<file path="src/rtl/int_to_float.sv">
// int_to_float: multi-cycle signed 32-bit integer to IEEE-754 single converter.
// Valid/ready on both sides; one operand in flight at a time.
// Optional macro INT_TO_FLOAT_FAST_NORM_EN selects a single-cycle
// leading-zero-count + barrel-shift normalizer instead of the default
// one-bit-per-cycle normalizer. Results are identical either way.
module int_to_float (
  input  logic        clock,
  input  logic        reset_n,
  input  logic        in_valid,
  output logic        in_ready,
  input  logic [31:0] op,
  input  logic [1:0]  rmode,
  output logic        out_valid,
  input  logic        out_ready,
  output logic [31:0] res,
  output logic        inexact
);

  typedef enum logic [2:0] {
    S_IDLE,
    S_ABS,
    S_NORM,
    S_ROUND,
    S_DONE
  } state_t;

  state_t state, state_nx;

  logic signed [31:0] op_q;
  logic [1:0]         rmode_q;
  logic               sign_q;
  logic [31:0]        mag_q;
  logic [7:0]         exp_q;

  // Rounding increment for the 2-bit FPU rounding-mode encoding.
  function automatic logic round_inc(input logic [1:0] rm, input logic s,
                                     input logic g, input logic st,
                                     input logic lsb);
    logic r;
    case (rm)
      2'd0:    r = g & (st | lsb);
      2'd1:    r = 1'b0;
      2'd2:    r = ~s & (g | st);
      default: r = s & (g | st);
    endcase
    return r;
  endfunction

`ifdef INT_TO_FLOAT_FAST_NORM_EN
  // Leading-zero count; only used on a nonzero magnitude, so 5 bits suffice.
  function automatic logic [4:0] lead_zeros(input logic [31:0] v);
    logic [4:0] lz;
    logic       found;
    lz    = 5'd0;
    found = 1'b0;
    for (int i = 31; i >= 0; i--) begin
      if (!found) begin
        if (v[i]) found = 1'b1;
        else      lz = lz + 5'd1;
      end
    end
    return lz;
  endfunction

  logic [4:0] norm_lz;
  assign norm_lz = lead_zeros(mag_q);
`endif

  logic [31:0] abs_mag;
  logic [22:0] mant;
  logic        guard;
  logic        sticky;
  logic        rnd_inx;
  logic        rnd_inc;
  logic [23:0] mant_sum;
  logic [7:0]  exp_rnd;
  logic [31:0] rnd_res;

  // 0x80000000 negates to itself, which read unsigned is the wanted 2^31.
  assign abs_mag  = op_q[31] ? $unsigned(-op_q) : $unsigned(op_q);

  assign mant     = mag_q[30:8];
  assign guard    = mag_q[7];
  assign sticky   = |mag_q[6:0];
  assign rnd_inx  = guard | sticky;
  assign rnd_inc  = round_inc(rmode_q, sign_q, guard, sticky, mant[0]);
  assign mant_sum = {1'b0, mant} + {23'd0, rnd_inc};
  // A mantissa carry-out leaves mant_sum[22:0] all zero and bumps the exponent;
  // the exponent tops out at 159, so no overflow to infinity is possible.
  assign exp_rnd  = exp_q + {7'd0, mant_sum[23]};
  assign rnd_res  = {sign_q, exp_rnd, mant_sum[22:0]};

  // State register.
  always_ff @(posedge clock or negedge reset_n) begin
    if (!reset_n) state <= S_IDLE;
    else          state <= state_nx;
  end

  // Next-state and handshake decode from the registered state.
  always_comb begin
    state_nx  = state;
    in_ready  = 1'b0;
    out_valid = 1'b0;
    case (state)
      S_IDLE: begin
        in_ready = 1'b1;
        if (in_valid) state_nx = S_ABS;
      end
      // A zero operand still passes through ROUND, which yields +0 exactly.
      S_ABS: state_nx = (abs_mag == 32'd0) ? S_ROUND : S_NORM;
      S_NORM: begin
`ifdef INT_TO_FLOAT_FAST_NORM_EN
        state_nx = S_ROUND;
`else
        if (mag_q[31]) state_nx = S_ROUND;
`endif
      end
      S_ROUND: state_nx = S_DONE;
      S_DONE: begin
        out_valid = 1'b1;
        if (out_ready) state_nx = S_IDLE;
      end
      default: state_nx = S_IDLE;
    endcase
  end

  // Datapath: capture operand, take magnitude, normalize, round into res.
  always_ff @(posedge clock or negedge reset_n) begin
    if (!reset_n) begin
      op_q    <= '0;
      rmode_q <= '0;
      sign_q  <= 1'b0;
      mag_q   <= '0;
      exp_q   <= '0;
      res     <= '0;
      inexact <= 1'b0;
    end else begin
      case (state)
        S_IDLE: begin
          if (in_valid) begin
            op_q    <= op;
            rmode_q <= rmode;
          end
        end
        S_ABS: begin
          sign_q <= op_q[31];
          mag_q  <= abs_mag;
          exp_q  <= (abs_mag == 32'd0) ? 8'd0 : 8'd158;
        end
        S_NORM: begin
`ifdef INT_TO_FLOAT_FAST_NORM_EN
          mag_q <= mag_q << norm_lz;
          exp_q <= exp_q - {3'd0, norm_lz};
`else
          if (!mag_q[31]) begin
            mag_q <= mag_q << 1;
            exp_q <= exp_q - 8'd1;
          end
`endif
        end
        S_ROUND: begin
          res     <= rnd_res;
          inexact <= rnd_inx;
        end
        default: ;
      endcase
    end
  end

endmodule

</file>
<file path="config.mk">
export PLATFORM = sky130hd
export DESIGN_NAME = int_to_float
export DESIGN_NICKNAME = d
export VERILOG_FILES = /design/src/rtl/int_to_float.sv
export SDC_FILE = /design/constraint.sdc
export NUM_CORES = 1
export LEC_CHECK = 0
export ABC_CLOCK_PERIOD_IN_PS = 6600
export BUFFER_PORTS_ARGS = -buffer_cell sky130_fd_sc_hd__buf_2
export CORE_ASPECT_RATIO = 1.25
export CORE_MARGIN = 2
export CORE_UTILIZATION = 52
export DETAILED_ROUTE_END_ITERATION = 8
export HOLD_SLACK_MARGIN = 0.06
export PLACE_DENSITY = 0.7
export SLEW_MARGIN = 20
export SYNTH_ARGS = -nofsm -noshare
export SYNTH_HDL_FRONTEND = slang
export SYNTH_SLANG_ARGS = --single-unit
export TNS_END_PERCENT = 1
</file>
<file path="constraint.sdc">
create_clock -name clock -period 6.6 [get_ports clock]
set_input_delay 1.32 -clock clock [delete_from_list [all_inputs] [get_ports clock]]
set_output_delay 1.32 -clock clock [all_outputs]
set_load 0.005 [all_outputs]
</file>
==> results of run 1 <==
## registers in the layout, indices dropped and copies added (netlist names)
name / cells
exp_q: 8
inexact: 1
mag_q: 32
op_q: 32
res: 32
rmode_q: 2
sign_q: 1
state: 3
## cell type report
cell class	count	area [sq um]
clock buffers	10	229
clock inverters	6	45.0
fillers	1108	5050
inverters	14	52.6
multi-input cells	491	3260
flip-flops and latches	111	2780
well taps	164	205
repair buffers	80	423
## cells by family (layout without fill, tap and decap cells)
logic type | count (synthesis) | in the layout | synth area share (%)
compound gates | 165 | 165 | 16.8
xor+xnor | 55 | 55 | 7.54
fa+ha+maj | 7 | 7 | 1.37
buf+inv | 65 | 110 | 5.60
flops | 111 | 111 | 43.5
mux | 36 | 36 | 6.26
simple gates | 228 | 228 | 19.0
## metal layers
metal / share of wire [%] / up-vias / global-route usage (%) / routed length [um]
met5: 0 / - / 0 / 0
met4: 2.3 / 0 / 8.44 / 342
met3: 3.7 / 22 / 2.94 / 549
met2: 50 / 118 / 38.5 / 7350
met1: 44 / 2438 / 31.4 / 6500
li1: - / 2509 / - / -
## through the flow
stage	total power, mW	cells	setup slack [ps]
floorplan	2.54	667	3710
global placement	2.90	860	3320
detailed placement	2.95	860	3210
CTS	3.47	876	3210
global route	3.74	876	2930
finish	3.45	876	3210
## cells in the final DEF, fill, tap and decap left out, types with 3 or more instances in the layout
cell	count
dfrtp_1	111
nor3_1	18
nor4_1	9
nand2b_1	3
a22oi_1	28
nand4_1	10
ha_1	7
nor2_1	38
mux2i_1	4
or4_1	4
a21oi_1	14
a31oi_1	8
xor2_1	30
o32ai_1	5
nand2_1	73
xnor2_1	25
inv_1	13
o211ai_1	4
buf_4	9
and3_1	13
o21ai_0	76
and4_1	3
o31ai_1	5
nand4b_1	4
mux2_2	31
or2_2	3
nand3_1	22
clkbuf_16	9
buf_2	71
nor4_2	3
nor2b_1	4
## critical path, delay by kind of cell, from the launching register on
| kind | cells | cell delay [ps] |
|---|---|---|
| buffers and inverters | 2 | 330 |
| and+or+nand+nor | 6 | 1750 |
| DFF | 1 | 430 |
| adders and majority gates | 1 | 240 |
| AOI/OAI and AO/OA | 1 | 490 |
## where the power goes
group	switching (mW)	total [mW]	internal, mW
registers	0.431	1.42	0.994
logic	0.842	1.51	0.669
clock network	0.256	0.515	0.259
total	1.53	3.45	1.92
## path summary, 6_finish.rpt
path	slack (ps)	from	end	cells after the start
hold reg to reg	470	res[6]$_DFFE_PN0P_	res[6]$_DFFE_PN0P_	2
max in group asynchronous	4390	reset_n	op_q[28]$_DFFE_PN0P_	2
min in group asynchronous	950	reset_n	res[30]$_DFFE_PN0P_	1
setup reg to reg	3210	op_q[1]$_DFFE_PN0P_	exp_q[7]$_DFFE_PN0P_	10
setup / recovery	3210	op_q[1]$_DFFE_PN0P_	exp_q[7]$_DFFE_PN0P_	10
hold / removal	470	res[6]$_DFFE_PN0P_	res[6]$_DFFE_PN0P_	2
==> flow_summary.toml, run 1 <==
[outcome]
outcome = "finished clean"

[yosys]
synth_top_cell_by_area = "dfrtp_1"
ys_async_sr_fraction_pct = 100
syn_avg_cell_area_sq_um = 9.58
syn_inst = 667
synth.most_common_cell = "dfrtp_1"
synth_edf_count = 0
synth_common_cells = "dfrtp_1 (111), o21ai_0 (76), nand2_1 (73)"
ys.flop_type = "dfrtp_1"
synth_top_area_share_pct = 43.5
ys_seq_area_share_pct = 43.5
netlist_top_cells_area = "dfrtp_1 (43%), o21ai_0 (6.0%), mux2_2 (5.5%)"
syn_area_sq_um = 6390
synth-seq-cells = 111
syn_nets = 712
yosys_warnings = 0
synth_cell_type_count = 70

[clocking]
cts_hold_buf = 0
clock_latency_ps = 360
h-tree-depth = 3
path_clk_slew_ps = 70
cts.path.max_buffers = 2
cts_tree = "built"
cts-root-buf = "clkbuf_16"
clkSinkCount = 111
post_cts_buffers = 0
cts_inserted_buffers = 9
cts_resized = 0

[floorplan]
core_sq_um = 12000
rows = 45
initial_utilization_pct = 53.1
dieArea_sq_um = 13200
die_x_um = 103
die_h_um = 128
io_pins = 73

[global_route]
grt_usage_pct = 23.3
grt.overflow.total = 0
grt_pass1_wl_mm = 24.0
grt_pass1_vias = 4789
grt_antenna_before_repair = 0
grt_start_max_net_pins = 70

[routing]
ant_nets = 0
drt_iter0_drc = 277
via_per_inst = 5.81
drc = 0
wirelength_mm = 14.7
num_vias = 5087
wl_per_cell_um = 16.8
firstDrtPassIters = 5

[sta]
worst_pin_slew_ps = 950
setup_viol = 0
fin_skew_ps = 7.06
finalSetupTns_ps = 0
rsz0062_at_grt = "false"
slew-limit-headroom_pct = 36.5
post-route-period-util_pct = 51.4
max_clock_freq_mhz = 295
finalMaxSlewViolations = 0
post-route-min-period_ps = 3390
final_hold_viol_count = 0
holdWs_ps = 473

[worst_hold_path]
min_path_type = "reg2reg"

[layout]
num_antenna_cells = 0
final_util_pct = 58.0
nNetsFinal = 752
design_area_sq_um = 6990
area_delta_synth_final_pct = 9.41
drive_above_1_share_pct = 21.5

[power_and_ir_drop]
p_leak_nw = 2.95
vdd_drop_max_uv = 213
power_density_nw_per_um2 = 493

[place]
dp_hpwl_mm = 11.0
io_buffers = 72
placed_area_sq_um = 6720
gp_congestion = 0.901

[worst_setup_path]
start_kind = "register"
critPathSlowestCell = "nor4_2"
worstPathRequired_ps = 6810
crit_path_end_kind = "register"
worstPathMaxFanout = 11
cp_slowest_stage_delay_ps = 570
path_cells = "inv_1, ha_1, nor4b_2, buf_4, nand4_1, o311a_1, nor4_4, nand4_1, nor4_2, nor2_1"
path_class = "reg2reg"
critical_path_arrival_ps = 3600
crit_top_cell = "nand4_1"

[job]
cap_viol_max_count = 0
Note: power is estimated with default switching activity, not from simulation.
==> run 2: changes to the inputs <==
- ABC_CLOCK_PERIOD_IN_PS: 6600 -> 2800
- PLACE_DENSITY: 0.7 -> 0.73
- clock period: 6.6 -> 2.8 ns (I/O delays scaled with it)
==> flow_summary.toml, run 2 (synthesized netlist as in run 1, its figures left out) <==
[routing]
drt_iter0_drc = 302
wirelength_mm = 15.9
via_per_inst = 5.75
num_vias = 5499
ant_nets = 0
wl_per_cell_um = 16.6
drc = 0
firstDrtPassIters = 5

[layout]
final_common_cell = "dfrtp_1"
drive_above_1_share_pct = 32.2
num_antenna_cells = 0
final_cell_mix = "dfrtp_1 (111), buf_4 (89), nand2_1 (73), o21ai_0 (73), buf_2 (71)"
nFillCells = 1010
instances_no_fill = 957
largestRegisters = "mag_q (32), op_q (32), res (32)"
nNetsFinal = 833
area_delta_synth_final_pct = 22.1
design_area_sq_um = 7810

[clocking]
cts_hold_buf = 0
cts-root-buf = "clkbuf_16"
clkSinkCount = 111
cts.path.max_buffers = 2
clock_latency_ps = 350
h-tree-depth = 3
path_clk_slew_ps = 80
cts_inserted_buffers = 9
cts_tree = "built"

[floorplan]
io_pins = 73
die_x_um = 103
core_sq_um = 12000
die_h_um = 128
dieArea_sq_um = 13200
rows = 45
initial_utilization_pct = 53.1

[global_route]
grt_pass1_wl_mm = 26.1
grt_pass1_vias = 5428
grt_start_max_net_pins = 43
grt_antenna_before_repair = 0
grt.overflow.total = 0
grt_usage_pct = 25.2

[outcome]
violations = "setup timing"
outcome = "finished with violations"

[place]
io_buffers = 72
gp_congestion = 0.899
dp_hpwl_mm = 12.0
dpl.cell_count = 935
placed_area_sq_um = 7320
preCtsSetupSlack_ps = -173

[power_and_ir_drop]
p_switching_mw = 3.90
vdd_drop_max_uv = 614
p_int_mw = 5.24
clkPwrFrac_pct = 14.9
power_density_nw_per_um2 = 1170
switching_share_pct = 42.7
p_seq_share_pct = 33.7
p_leak_nw = 3.39
combPwrFrac_pct = 51.4

[sta]
finalMaxSlewViolations = 0
worst_pin_slew_ps = 737
holdWs_ps = 196
post-route-min-period_ps = 2810
rsz0062_at_grt = "true"
slew-limit-headroom_pct = 50.8
fin_skew_ps = 8.61
final.setup.worst_slack_ps = -6.14
setup_viol = 1
post-route-period-util_pct = 100
final_hold_viol_count = 0
max_clock_freq_mhz = 356

[worst_setup_path]
path_class = "reg2reg"
rr_worst_depth = 16
worstSetupEndpoint = "res[29]$_DFFE_PN0P_"
start_kind = "register"
r2r_setup_slack_ps = -6
crit_path_end_kind = "register"
r2r_start = "mag_q[4]$_DFFE_PN0P_"
worstSetupStartpoint = "mag_q[4]$_DFFE_PN0P_"
critical_path_arrival_ps = 3090
r2r_end = "res[29]$_DFFE_PN0P_"
worstPathMaxFanout = 2
worstPathRequired_ps = 3080

[worst_hold_path]
min_path_type = "in2async"

[job]
cap_viol_max_count = 0
run 2: changes by cell type in the layout (fill, tap and decap cells not counted), sizes merged:
cell / delta
bufinv: +1
buf: +81
clkinv: -1
run 2: worst min path at each step:
stage | slack [ps] | end
after floorplan | 260 | exp_q[0]$_DFFE_PN0P_
after global placement | 460 | res[25]$_DFFE_PN0P_
after detailed placement | 470 | res[15]$_DFFE_PN0P_
after CTS | 200 | res[5]$_DFFE_PN0P_
after global routing | 230 | res[9]$_DFFE_PN0P_
final | 200 | res[5]$_DFFE_PN0P_
run 2: layout make-up:
class / count / area (sq um) / area share (%)
multi-input combinational: 491 / 3410 / 43.7
sequential: 111 / 2780 / 35.6
timing repair buffer: 161 / 1040 / 13.4
clock buffer: 10 / 239 / 3.06
tap: 164 / 205 / 2.63
clock inverter: 6 / 76.3 / 0.978
inverter: 14 / 52.6 / 0.673
run 2: what timing repair did:
| action | 4_1_cts | 5_1_grt |
|---|---|---|
| endpoints found under the hold margin | 0 | 0 |
| gates resized for setup | 13 | 13 |
| pin swaps | 8 | 13 |
| buffers inserted | 2 | 4 |
| setup endpoints to repair | 5 | 14 |
run 2: power groups by stage:
stage	clock network (mW)	registers (mW)	logic, mW
after detailed placement	0	3.07	4.57
final	1.36	3.08	4.70
after floorplan	0	2.89	3.09
after global placement	0	3.01	4.44
after CTS	1.37	3.05	4.63
after global routing	1.43	3.20	5.21
run 2: per-layer routing:
layer,GRT usage [%],up-vias,part of all wire (%)
li1,-,2667,-
met3,4.31,44,4.9
met1,32.0,2614,42
met5,0,-,0
met4,12.2,0,4.2
met2,41.3,174,49
run 2: metrics by stage:
stage	TNS (ps)	utilization [%]	power (mW)
2_1_floorplan	0	-	5.98
6_report	-6.14	64.8	9.15
3_5_place_dp	-327	60.7	7.63
5_1_grt	-659	64.8	9.84
4_1_cts	0	64.0	9.05
3_3_place_gp	-127	60.7	7.44
run 2: worst max-delay path, cell delays in order, from the launching register on:
cell,delay [ps]
dfrtp_1,370
nor4_2,60
nand2_1,110
o21ai_2,60
a211oi_2,220
ha_2,210
and3_4,200
nand3_4,90
nor3_4,200
and3_4,210
and3_4,190
ha_4,140
ha_4,120
and3_4,200
nand3_2,80
xor2_1,150
o21ai_1,120
==> run 3: changes to the inputs <==
- PLACE_DENSITY: 0.73 -> 0.75
==> flow_summary.toml, run 3 (synthesized netlist as in run 1, its figures left out) <==
[routing]
wirelength_mm = 15.6
num_vias = 5498
wl_per_cell_um = 16.4
drc = 0
drt_iter0_drc = 339
firstDrtPassIters = 7
ant_nets = 0
via_per_inst = 5.79

[floorplan]
die_h_um = 128
initial_utilization_pct = 53.1
rows = 45
die_x_um = 103
dieArea_sq_um = 13200
core_sq_um = 12000
io_pins = 73

[worst_setup_path]
crit_top_cell = "and3_4"
cp_slowest_stage_delay_ps = 390
worstSetupStartpoint = "mag_q[3]$_DFFE_PN0P_"
r2r_start = "mag_q[3]$_DFFE_PN0P_"
worstPathMaxFanout = 2
path_cells = "nor4_2, nand2_1, o21ai_2, a211oi_2, ha_2, and3_4, nand3_4, nor3_4, and3_4, and3_4, ha_4, ha_4, and3_4, nand3_2, xor2_1, o21ai_1"
critical_path_arrival_ps = 3020
path_class = "reg2reg"
critPathSlowestCell = "dfrtp_1"
start_kind = "register"
worstPathRequired_ps = 3020
crit_path_end_kind = "register"

[power_and_ir_drop]
total_power_mw = 8.89
clkPwrFrac_pct = 13.9
p_leak_nw = 3.34
vdd_drop_max_uv = 562
p_seq_share_pct = 34.7
power_density_nw_per_um2 = 1150
p_switching_mw = 3.84
combPwrFrac_pct = 51.3
p_int_mw = 5.05
switching_share_pct = 43.2

[clocking]
cts_inserted_buffers = 9
clock_latency_ps = 350
clkSinkCount = 111
h-tree-depth = 3
path_clk_slew_ps = 80
cts-root-buf = "clkbuf_16"
cts_hold_buf = 0
cts_tree = "built"
cts.path.max_buffers = 2

[worst_hold_path]
min_path_type = "in2async"

[layout]
drive_above_1_share_pct = 31.6
final_common_cell = "dfrtp_1"
largestRegisters = "mag_q (32), op_q (32), res (32)"
final_cell_mix = "dfrtp_1 (111), buf_4 (81), o21ai_0 (74)"
nFillCells = 1008
num_antenna_cells = 0
nNetsFinal = 826
area_delta_synth_final_pct = 20.8

[sta]
worst_pin_slew_ps = 741
final.setup.worst_slack_ps = -2.07
rsz0062_at_grt = "true"
post-route-period-util_pct = 100
fin_skew_ps = 9.28
final_hold_viol_count = 0
slew-limit-headroom_pct = 50.5
finalMaxSlewViolations = 0
setup_viol = 1
post-route-min-period_ps = 2800
max_clock_freq_mhz = 357

[place]
io_buffers = 72
dp_hpwl_mm = 11.7
preCtsSetupSlack_ps = -256
gp_congestion = 0.896

[global_route]
grt_pass1_vias = 5303
grt_pass1_wl_mm = 25.3
grt_start_max_net_pins = 62
grt_usage_pct = 24.3
grt.overflow.total = 0
grt_antenna_before_repair = 0

[outcome]
violations = "setup timing"
outcome = "finished with violations"

[job]
cap_viol_max_count = 0
[run 3: cell types whose count changed in the layout (fill, tap and decap cells not counted), sizes merged]
cell | before | now
clkbuf | 10 | 9
clkinv | 2 | 4
buf | 161 | 154
bufinv | 1 | 0
[run 3: through the flow]
stage	std cells	setup TNS (ps)	cell area, sq um	hold slack, ps	utilization [%]
6_report	950	-2.07	7720	139	64.1
5_1_grt	950	-696	7720	166	64.1
4_1_cts	949	-19.9	7670	154	63.7
3_5_place_dp	932	-453	7310	465	60.6
3_3_place_gp	932	-76.7	7300	458	60.6
2_1_floorplan	667	0	6410	264	-
[run 3: critical path, delay by kind of cell, from the launching register on]
family	cells	cell delay (ps)
AOI/OAI and AO/OA	3	310
xor gates and xnor gates	1	150
adders and majority gates	3	500
DFF	1	390
and+or+nand+nor	9	1320
[run 3: path summary, 6_finish.rpt]
kind | end | slack (ps) | cells past startpoint
max in group asynchronous | res[19]$_DFFE_PN0P_ | 1990 | 2
max | res[29]$_DFFE_PN0P_ | -2 | 16
max reg2reg | res[29]$_DFFE_PN0P_ | -2 | 16
min | op_q[2]$_DFFE_PN0P_ | 140 | 1
min reg2reg | res[26]$_DFFE_PN0P_ | 480 | 2
min in group clock | op_q[1]$_DFFE_PN0P_ | 410 | 3
[run 3: final cells by class]
type,instances,area (sq um),share of cell area [%]
multi-input combinational,491,3400,44.0
sequential,111,2780,36.0
timing repair buffer,154,1000,13.0
clock buffer,9,225,2.92
tap,164,205,2.66
clock inverter,7,56.3,0.729
inverter,14,52.6,0.681
[run 3: power groups by stage]
stage               Combinational (mW)  Clock, mW  Sequential (mW)
CTS                               4.52       1.25             3.07
finish                            4.56       1.24             3.09
detailed placement                4.47          0             3.08
floorplan                         3.09          0             2.89
global placement                  4.36          0             3.02
global route                      5.04       1.31             3.20
[run 3: timing repair]
action,in CTS,in global routing
pin swaps,6,6
gates resized for setup,14,10
setup buffers,1,1
hold endpoints to repair,0,0
endpoints found under the setup margin,5,16
[run 3: metal layers]
| metal | GRT usage [%] | up-vias | share of wire [%] |
|---|---|---|---|
| li1 | - | 2653 | - |
| met1 | 31.3 | 2652 | 43 |
| met5 | 0 | - | 0 |
| met3 | 2.34 | 31 | 3.5 |
| met4 | 10.9 | 0 | 2.9 |
| met2 | 41.3 | 162 | 50 |
